File: src/rtl/rc4_session_ctrl.sv
// Session sequencer around a standalone RC4 keystream core: forwards the key, then runs an
// encrypt pass and a decrypt pass over the same length, restarting the core between passes.
module rc4_session_ctrl #(
    parameter int unsigned MAX_LEN = 2048,
    parameter int unsigned LEN_W   = 12,
    parameter int unsigned KEY_MAX = 32
) (
    input  logic       clk_i,
    input  logic       rst_i,
    input  logic       key_valid_i,
    input  logic [7:0] key_in_i,
    output logic       plain_read_o,
    input  logic       plain_in_valid_i,
    input  logic [7:0] plain_in_i,
    output logic       cipher_write_o,
    output logic [7:0] cipher_out_o,
    output logic       cipher_read_o,
    input  logic       cipher_in_valid_i,
    input  logic [7:0] cipher_in_i,
    output logic       plain_write_o,
    output logic [7:0] plain_out_o,
    output logic       ks_key_valid_o,
    output logic [7:0] ks_key_in_o,
    output logic       ks_start_o,
    input  logic       ks_ready_i,
    output logic       ks_req_o,
    input  logic       ks_vld_i,
    input  logic [7:0] ks_byte_i,
    output logic       done_o,
    output logic       err_o
);

    localparam int unsigned KeyLenW = $clog2(KEY_MAX + 1);
    localparam logic [LEN_W-1:0]   MaxLenC = LEN_W'(MAX_LEN);
    localparam logic [KeyLenW-1:0] KeyMaxC = KeyLenW'(KEY_MAX);

    typedef enum logic [3:0] {
        StIdle, StKey, StInitE, StERd, StEKs, StEWr, StInitD, StDRd, StDKs, StDWr, StDone
    } state_e;

    state_e             state_q;
    logic [LEN_W-1:0]   n_q;
    logic [LEN_W-1:0]   msg_len_q;
    logic [KeyLenW-1:0] key_len_q;
    logic [7:0]         data_q;
    logic               plain_read_q, cipher_write_q, cipher_read_q, plain_write_q;
    logic [7:0]         cipher_out_q, plain_out_q;
    logic               ks_key_valid_q, ks_start_q, ks_req_q, done_q, err_q;
    logic [7:0]         ks_key_in_q;

    always_ff @(posedge clk_i) begin
        if (rst_i) begin
            state_q        <= StIdle;
            n_q            <= '0;
            msg_len_q      <= '0;
            key_len_q      <= '0;
            data_q         <= '0;
            plain_read_q   <= 1'b0;
            cipher_write_q <= 1'b0;
            cipher_read_q  <= 1'b0;
            plain_write_q  <= 1'b0;
            cipher_out_q   <= '0;
            plain_out_q    <= '0;
            ks_key_valid_q <= 1'b0;
            ks_key_in_q    <= '0;
            ks_start_q     <= 1'b0;
            ks_req_q       <= 1'b0;
            done_q         <= 1'b0;
            err_q          <= 1'b0;
        end else begin
            // Strobes are single-cycle; each state raises the one it needs on exit.
            plain_read_q   <= 1'b0;
            cipher_write_q <= 1'b0;
            cipher_read_q  <= 1'b0;
            plain_write_q  <= 1'b0;
            ks_key_valid_q <= 1'b0;
            ks_start_q     <= 1'b0;
            ks_req_q       <= 1'b0;

            case (state_q)
                StIdle: begin
                    if (key_valid_i) begin
                        ks_key_valid_q <= 1'b1;
                        ks_key_in_q    <= key_in_i;
                        key_len_q      <= KeyLenW'(1);
                        state_q        <= StKey;
                    end
                end
                StKey: begin
                    if (key_valid_i) begin
                        if (key_len_q != KeyMaxC) begin
                            ks_key_valid_q <= 1'b1;
                            ks_key_in_q    <= key_in_i;
                            key_len_q      <= key_len_q + KeyLenW'(1);
                        end
                    end else begin
                        ks_start_q <= 1'b1;
                        n_q        <= '0;
                        state_q    <= StInitE;
                    end
                end
                StInitE: begin
                    // ks_ready may still be stale from before ks_start, so skip the entry cycle.
                    if (!ks_start_q && ks_ready_i) begin
                        plain_read_q <= 1'b1;
                        state_q      <= StERd;
                    end
                end
                StERd: begin
                    if (plain_in_valid_i) begin
                        data_q   <= plain_in_i;
                        n_q      <= n_q + LEN_W'(1);
                        ks_req_q <= 1'b1;
                        state_q  <= StEKs;
                    end else if (n_q == '0) begin
                        done_q  <= 1'b1;
                        state_q <= StDone;
                    end else begin
                        msg_len_q  <= n_q;
                        n_q        <= '0;
                        ks_start_q <= 1'b1;
                        state_q    <= StInitD;
                    end
                end
                StEKs: begin
                    if (!ks_req_q && ks_vld_i) begin
                        cipher_out_q   <= data_q ^ ks_byte_i;
                        cipher_write_q <= 1'b1;
                        state_q        <= StEWr;
                    end
                end
                StEWr: begin
                    if (n_q == MaxLenC) begin
                        msg_len_q  <= n_q;
                        n_q        <= '0;
                        ks_start_q <= 1'b1;
                        state_q    <= StInitD;
                    end else begin
                        plain_read_q <= 1'b1;
                        state_q      <= StERd;
                    end
                end
                StInitD: begin
                    if (!ks_start_q && ks_ready_i) begin
                        cipher_read_q <= 1'b1;
                        state_q       <= StDRd;
                    end
                end
                StDRd: begin
                    if (cipher_in_valid_i) begin
                        data_q   <= cipher_in_i;
                        n_q      <= n_q + LEN_W'(1);
                        ks_req_q <= 1'b1;
                        state_q  <= StDKs;
                    end else begin
                        err_q   <= 1'b1;
                        done_q  <= 1'b1;
                        state_q <= StDone;
                    end
                end
                StDKs: begin
                    if (!ks_req_q && ks_vld_i) begin
                        plain_out_q   <= data_q ^ ks_byte_i;
                        plain_write_q <= 1'b1;
                        state_q       <= StDWr;
                    end
                end
                StDWr: begin
                    if (n_q == msg_len_q) begin
                        done_q  <= 1'b1;
                        state_q <= StDone;
                    end else begin
                        cipher_read_q <= 1'b1;
                        state_q       <= StDRd;
                    end
                end
                StDone: begin
                    state_q <= StDone;
                end
                default: begin
                    state_q <= StIdle;
                end
            endcase
        end
    end

    assign plain_read_o   = plain_read_q;
    assign cipher_write_o = cipher_write_q;
    assign cipher_out_o   = cipher_out_q;
    assign cipher_read_o  = cipher_read_q;
    assign plain_write_o  = plain_write_q;
    assign plain_out_o    = plain_out_q;
    assign ks_key_valid_o = ks_key_valid_q;
    assign ks_key_in_o    = ks_key_in_q;
    assign ks_start_o     = ks_start_q;
    assign ks_req_o       = ks_req_q;
    assign done_o         = done_q;
    assign err_o          = err_q;

endmodule

File: config.mk
export PLATFORM = sky130hd
export DESIGN_NAME = rc4_session_ctrl
export DESIGN_NICKNAME = d
export VERILOG_FILES = /design/src/rtl/rc4_session_ctrl.sv
export SDC_FILE = /design/constraint.sdc
export NUM_CORES = 1
export LEC_CHECK = 0
export ABC_AREA = 0
export BUFFER_PORTS_ARGS = -buffer_cell sky130_fd_sc_hd__buf_2
export CAP_MARGIN = 10
export CELL_PAD_IN_SITES_DETAIL_PLACEMENT = 1
export CELL_PAD_IN_SITES_GLOBAL_PLACEMENT = 2
export CORE_MARGIN = 3
export CORE_UTILIZATION = 30
export DETAILED_ROUTE_END_ITERATION = 10
export HOLD_SLACK_MARGIN = 0.02
export MAX_ROUTING_LAYER = met4
export PLACE_DENSITY_LB_ADDON = 0.12
export SYNTH_ARGS = -nofsm -noshare
export SYNTH_HDL_FRONTEND = slang
export SYNTH_SLANG_ARGS = --single-unit
File: constraint.sdc
create_clock -name clk_i -period 1.8 [get_ports clk_i]
set_input_delay 0.27 -clock clk_i [delete_from_list [all_inputs] [get_ports clk_i]]
set_output_delay 0.27 -clock clk_i [all_outputs]
set_load 0.05 [all_outputs]
==> run_results.csv, run 1 <==
group,metric,value,unit
grt,grt_max_degree,50,
layout,n_antenna_cell,0,
outcome,status,"completed",
routing,drtAntennaViolNets,0,
timing,min_period_over_period,0.963,
yosys,synth-edff-count,0,
layout,synthToLayoutAreaGrowth,34.1,%
timing,slew_viol_final,0,
clocking,clkLatencyLatePin,0.34,ns
grt,grt_use_total,0.176,
critical_path,crit_path_start_kind,"register",
grt,grt_pass1_wl,18900,um
power,swShare,0.341,
power,p_clk_frac,0.341,
power,p_seq_frac,0.357,
min_path,holdPathStages,3,
yosys,syn_area,3720,um^2
timing,setup_slack,0.0663,ns
routing,wire_per_inst,16.6,um
timing,hold_slack,0.164,ns
power,pwr-share-comb,0.302,
clocking,clk_pin_slew_worst_paths,0.06,ns
power,power.total,5.36,mW
layout,instances_no_fill,712,
clocking,numCtsBuffers,9,
critical_path,reg2reg_from,"n_q[0]",
clocking,holdBufCountCts,0,
routing,drt_pre_antenna_iters,4,
placement,dp_slack,-0.0821,ns
clocking,htree_levels,3,
critical_path,crit_required,2.06,ns
power,power.internal,3.53,mW
timing,skew,0.00920,ns
routing,vias,3555,
critical_path,r2r_end,"n_q[7]",
timing,tightest_slew,0.389,ns
yosys,ys_seq_area_frac,0.404,
yosys,ys_async_sr_fraction,0,
placement,gp_congestion,0.862,
grt,grt_pass1_vias,3555,
yosys,ys_types,63,
critical_path,cp_max_fo,6,
grt,overflow,0,
routing,drc,0,
critical_path,worst_path_largest_cell_delay,0.34,ns
critical_path,rrSetupSlack,0.07,ns
placement,dp_cells,694,
layout,fillCellCount,1426,
layout,nNetsFinal,582,
power,peakVddDrop,0.000526,V
power,p_switching,1.82,mW
timing,period_needed,1.73,ns
timing,clock.fmax,0.577,GHz
critical_path,crit_slowest_cell,"dfxtp_2",
timing,maxSlewHeadroom,0.740,
clocking,cts_root_buf,"clkbuf_16",
placement,port_buffers,71,
critical_path,startpoint,"n_q[0]",
floorplan,die_h,117,um
flow_run,maxCapViolations,0,
clocking,clock_tree.buffer_depth,2,
clocking,cts.sinks,75,
routing,vias_per_cell,4.99,
floorplan,core-area,12100,um^2
floorplan,initial_utilization,0.308,
critical_path,critPathKind,"register to register",
yosys,synthesis.nets,474,
placement,hpwl,8680,um
yosys,syn_area_per_cell,8.62,um^2
critical_path,arrival,1.99,ns
timing,setup-violations-final,0,
yosys,synth_flop_cell,"dfxtp_1",
floorplan,rows,40,
floorplan,die_area,13800,um^2
floorplan,ios,72,
timing,setup_tns,0,ns
yosys,syn_inst,431,
min_path,worstHoldStart,"key_in_i[2]",
yosys,synth-seq-cells,75,
yosys,ys.warnings.count,0,
min_path,worst_hold_path.endpoint,"ks_key_in_o[2]",
floorplan,fp.dieW,117,um
timing,rsz0062_at_grt,"true",
critical_path,r2r_cells,7,
power,leakagePower,2.06,nW
layout,layout-drive-gt1-share,0.336,
routing,wl,11800,um
grt,antenna_found_initial,0,
min_path,hp-class,"input pin to register",
power,cellPowerDensity,1070,nW/um^2
critical_path,worstSetupEndpointType,"register",
routing,drt_iter0_drc,156,
timing,hold_viol,0,
clocking,cts_tree,"done",
critical_path,cp_cell_sequence,"inv_6 -> ha_4 -> nor4b_4 -> and3_4 -> a21oi_4 -> a31o_4 -> a311oi_2",
power groups by stage:
stage / sequential (mW) / combinational [mW] / clock [mW]
CTS: 1.90 / 1.58 / 1.89
global route: 1.93 / 1.76 / 1.96
global placement: 1.93 / 1.54 / 0
detailed placement: 1.93 / 1.56 / 0
floorplan: 2.09 / 0.799 / 0
finish: 1.91 / 1.62 / 1.83
synth_stat cells (4+ instances only):
cell type	n	share of area
a211oi_1	16	0.032
a21oi_1	23	0.031
a311oi_1	11	0.026
a31oi_1	6	0.010
a32oi_1	4	0.0094
and2_1	4	0.0067
and4_1	4	0.0094
buf_2	6	0.0081
buf_4	5	0.010
clkbuf_1	20	0.020
dfxtp_1	75	0.40
ha_1	4	0.013
inv_1	9	0.0091
mux2i_1	10	0.027
nand2_1	38	0.038
nand2b_1	4	0.0067
nand3_1	22	0.030
nand4_1	6	0.010
nor2_1	54	0.055
nor2b_1	4	0.0067
nor3_1	4	0.0054
nor4_1	5	0.0084
o21ai_0	4	0.0054
o21ai_1	14	0.019
o22ai_1	5	0.0084
xnor2_1	9	0.021
xor2_1	16	0.038
worst max-delay path: cells and delay by family (launching register included):
family / cells / cell delay (ns)
compound gates: 3 / 0.60
simple gates: 2 / 0.54
flops: 1 / 0.34
fa+ha+maj: 1 / 0.11
buf+inv: 1 / 0.05
registers in the layout (all words and copies together) (netlist names):
name	count
cipher_out_o	8
n_q	12
plain_read_o	1
ks_start_o	1
key_len_q	6
msg_len_q	12
cipher_read_o	1
data_q	8
plain_write_o	1
state_q	4
ks_key_valid_o	1
cipher_write_o	1
plain_out_o	8
err_o	1
ks_key_in_o	8
ks_req_o	1
done_o	1
logic make-up after synthesis:
kind of cell / count (synthesis) / synth area share
AND/OR/NAND/NOR: 166 / 0.236
AO/OA/AOI/OAI: 104 / 0.199
flip-flops: 75 / 0.404
buffers and inverters: 46 / 0.0596
XOR/XNOR: 25 / 0.0589
multiplexers: 11 / 0.0300
adder cells (fa/ha/maj): 4 / 0.0135
worst max path at each step:
stage,endpoint,depth (start not counted)
6_report,n_q[7],7
5_1_grt,msg_len_q[0],8
4_1_cts,state_q[0],5
3_5_place_dp,n_q[1],5
3_3_place_gp,n_q[5],4
2_1_floorplan,n_q[5],10
stage by stage:
stage | instance area (um^2) | utilization
global placement | 4620 | 0.383
global route | 4980 | 0.413
CTS | 4930 | 0.409
finish | 4980 | 0.413
floorplan | 3760 | -
detailed placement | 4620 | 0.383
routing by layer:
| layer | global-route usage | part of all wire | vias up |
|---|---|---|---|
| li1 | - | - | 1782 |
| met1 | 0.227 | 0.47 | 1705 |
| met2 | 0.279 | 0.49 | 56 |
| met3 | 0.0265 | 0.024 | 12 |
| met4 | 0.0674 | 0.017 | 0 |
| met5 | - | 0 | - |
cells in the final DEF (no fill, tap or decap), types with 3 or more instances in the layout:
cell type and instances:
buf_2 71, dfxtp_1 69, buf_4 57, nor2_1 53, nand2_1 38, nand3_1 22, a21oi_1 22, a211oi_1 16
xor2_1 16, o21ai_1 14, a311oi_1 11, mux2i_1 10, xnor2_1 9, clkbuf_16 9, inv_1 6, nand4_1 6
a31oi_1 6, dfxtp_2 6, nor4_1 5, o22ai_1 5, nand2b_1 4, a32oi_1 4, and4_1 4, and2_1 4
o21ai_0 4, nor3_1 4, buf_12 4, nor2_2 3, nor2b_1 3, a311oi_2 3, ha_1 3
layout make-up:
cell class,count,area [um^2],area share
Multi-Input combinational cell,311,2060,0.414
Sequential cell,75,1510,0.303
Timing Repair Buffer,132,863,0.173
Clock buffer,11,233,0.0467
Tap cell,168,210,0.0422
Clock inverter,5,62.6,0.0126
Inverter,10,45.0,0.00904
what timing repair did:
item,4_1_cts,5_1_grt
resized for setup,6,11
setup buffers,0,1
pin swaps,0,3
gates cloned,0,1
setup endpoints to repair,12,21
Note: power is estimated with default switching activity, not from simulation.
==> run 2: changes to the inputs <==
ABC_AREA = 1   (was 0)
CORE_UTILIZATION = 27   (was 30)
==> run_results.csv, run 2 <==
group,metric,value,unit
timing,hold_viol,0,
critical_path,rrSetupSlack,0.14,ns
min_path,holdPathStages,3,
floorplan,ios,72,
yosys,syn_area,3570,um^2
layout,final_cell_mix,"nand2_1 (103), nor2_1 (86), dfxtp_1 (73)",
timing,period_needed,1.66,ns
timing,setup-violations-final,0,
routing,vias,3582,
layout,area.sequential,1500,um^2
outcome,status,"completed",
grt,overflow,0,
clocking,cts.sinks,75,
floorplan,die_h,121,um
layout,synthToLayoutAreaGrowth,28.6,%
floorplan,die_area,14600,um^2
timing,maxSlewHeadroom,0.771,
floorplan,rows,41,
yosys,synthesis.nets,555,
routing,wl,11300,um
flow_run,maxCapViolations,0,
layout,multi_input_area,1800,um^2
clocking,htree_levels,3,
layout,n_antenna_cell,0,
critical_path,critPathKind,"register to register",
layout,fillCellCount,1596,
placement,hpwl,8660,um
routing,drc,0,
placement,dp_slack,0.117,ns
routing,drt_pre_antenna_iters,4,
grt,grt_use_total,0.163,
grt,antenna_found_initial,0,
critical_path,cp_max_fo,5,
critical_path,worstSetupEndpointType,"register",
routing,drt_iter0_drc,149,
clocking,clock_tree.buffer_depth,2,
routing,vias_per_cell,4.57,
critical_path,startpoint,"n_q[0]",
yosys,synth_common_cells,"nand2_1 (105), nor2_1 (90), dfxtp_1 (75), inv_1 (38), a21oi_1 (35)",
critical_path,arrival,1.90,ns
yosys,ys.warnings.count,0,
critical_path,r2r_cells,12,
grt,grt_pass1_vias,3692,
yosys,synth_most_common_cell,"nand2_1",
critical_path,r2r_end,"n_q[10]",
layout,nNetsFinal,649,
placement,gp_congestion,0.818,
timing,skew,0.00762,ns
yosys,synth.area.top_cells,"dfxtp_1 (42%), nand2_1 (11%), nor2_1 (9.5%), a21oi_1 (4.9%), o21ai_0 (4.3%)",
layout,top_regs,"msg_len_q (12), n_q (12)",
yosys,synth_top_area_share,0.421,
timing,clock.fmax,0.601,GHz
critical_path,reg2reg_from,"n_q[0]",
timing,tightest_slew,0.343,ns
timing,min_period_over_period,0.924,
floorplan,initial_utilization,0.279,
yosys,ys_async_sr_fraction,0,
critical_path,crit_path_start_kind,"register",
yosys,ys_types,30,
power,power.total,5.44,mW
critical_path,crit_end,"n_q[10]",
clocking,clk_pin_slew_worst_paths,0.06,ns
yosys,synth-seq-cells,75,
power,peakVddDrop,0.000443,V
power,cellPowerDensity,1190,nW/um^2
clocking,numCtsBuffers,9,
yosys,synth_flop_cell,"dfxtp_1",
grt,grt_max_degree,33,
routing,drtAntennaViolNets,0,
grt,grt_pass1_wl,18100,um
placement,port_buffers,71,
yosys,synth-edff-count,0,
timing,slew_viol_final,0,
routing,wire_per_inst,14.4,um
yosys,synth_top_area_cell,"dfxtp_1",
timing,rsz0062_at_grt,"true",
clocking,holdBufCountCts,0,
clocking,clkLatencyLatePin,0.34,ns
power,leakagePower,2.11,nW
min_path,hp-class,"input pin to register",
timing,setup_slack,0.136,ns
yosys,ys_seq_area_frac,0.421,
yosys,syn_area_per_cell,6.97,um^2
critical_path,crit_required,2.03,ns
floorplan,core-area,12800,um^2
layout,final_common_cell,"nand2_1",
clocking,cts_root_buf,"clkbuf_16",
clocking,cts_tree,"done",
yosys,syn_inst,512,
floorplan,fp.dieW,121,um
layout,layout-drive-gt1-share,0.259,
run 2: repair_timing:
action	4_1_cts	5_1_grt
endpoints found under the setup margin	0	12
endpoints found under the hold margin	0	0
resized for setup	0	14
buffers inserted	0	1
run 2: power breakdown:
group	internal [mW]	switching, mW	leakage, nW
combinational	0.550	1.21	1.36
clock	0.953	0.799	0.137
sequential	1.82	0.108	0.608
run 2: worst max-delay path, stage by stage (launching register included):
cell	delay, ns
dfxtp_1	0.31
inv_1	0.09
ha_2	0.19
nand3_2	0.09
nor2_4	0.14
nand2_1	0.09
nand2_1	0.12
nand3_4	0.11
buf_4	0.17
nor2_2	0.09
nand2_1	0.06
nand2_1	0.06
nor2_1	0.04
run 2: how the worst min path moves through the flow:
stage	slack [ns]	startpoint	endpoint
after floorplan	0.42	key_in_i[0]	ks_key_in_o[0]
after global placement	0.44	done_o	done_o
after detailed placement	0.47	done_o	done_o
after CTS	0.16	key_in_i[2]	ks_key_in_o[2]
after global routing	0.18	key_in_i[1]	ks_key_in_o[1]
final	0.17	key_in_i[6]	ks_key_in_o[6]
run 2: cells by family after synthesis:
family / share of synthesized area
AO/OA/AOI/OAI: 0.151
buffers and inverters: 0.0828
adder cells (fa/ha/maj): 0.0140
flip-flops: 0.421
XOR/XNOR: 0.0368
AND/OR/NAND/NOR: 0.294
run 2: final cells by class:
| class | count | area share |
|---|---|---|
| clock buffers | 9 | 0.0491 |
| clock inverters | 7 | 0.0123 |
| inverters | 55 | 0.0461 |
| repair buffers | 98 | 0.125 |
| well taps | 172 | 0.0469 |
| flip-flops and latches | 75 | 0.328 |
| multi-input cells | 367 | 0.393 |
run 2: per-layer routing:
layer | share of wire | global-route usage
met4 | 0.025 | 0.0793
met3 | 0.032 | 0.0308
met5 | 0 | -
met1 | 0.46 | 0.188
met2 | 0.48 | 0.271
run 2: per-stage QoR:
step / utilization / hold WS [ns] / TNS (ns) / std cells / instance area (um^2)
2_1_floorplan: - / 0.419 / 0 / 512 / 3570
4_1_cts: 0.355 / 0.160 / 0 / 782 / 4540
3_3_place_gp: 0.333 / 0.442 / 0 / 766 / 4260
6_report: 0.359 / 0.173 / 0 / 783 / 4590
5_1_grt: 0.359 / 0.177 / -0.0337 / 783 / 4590
3_5_place_dp: 0.333 / 0.469 / 0 / 766 / 4260
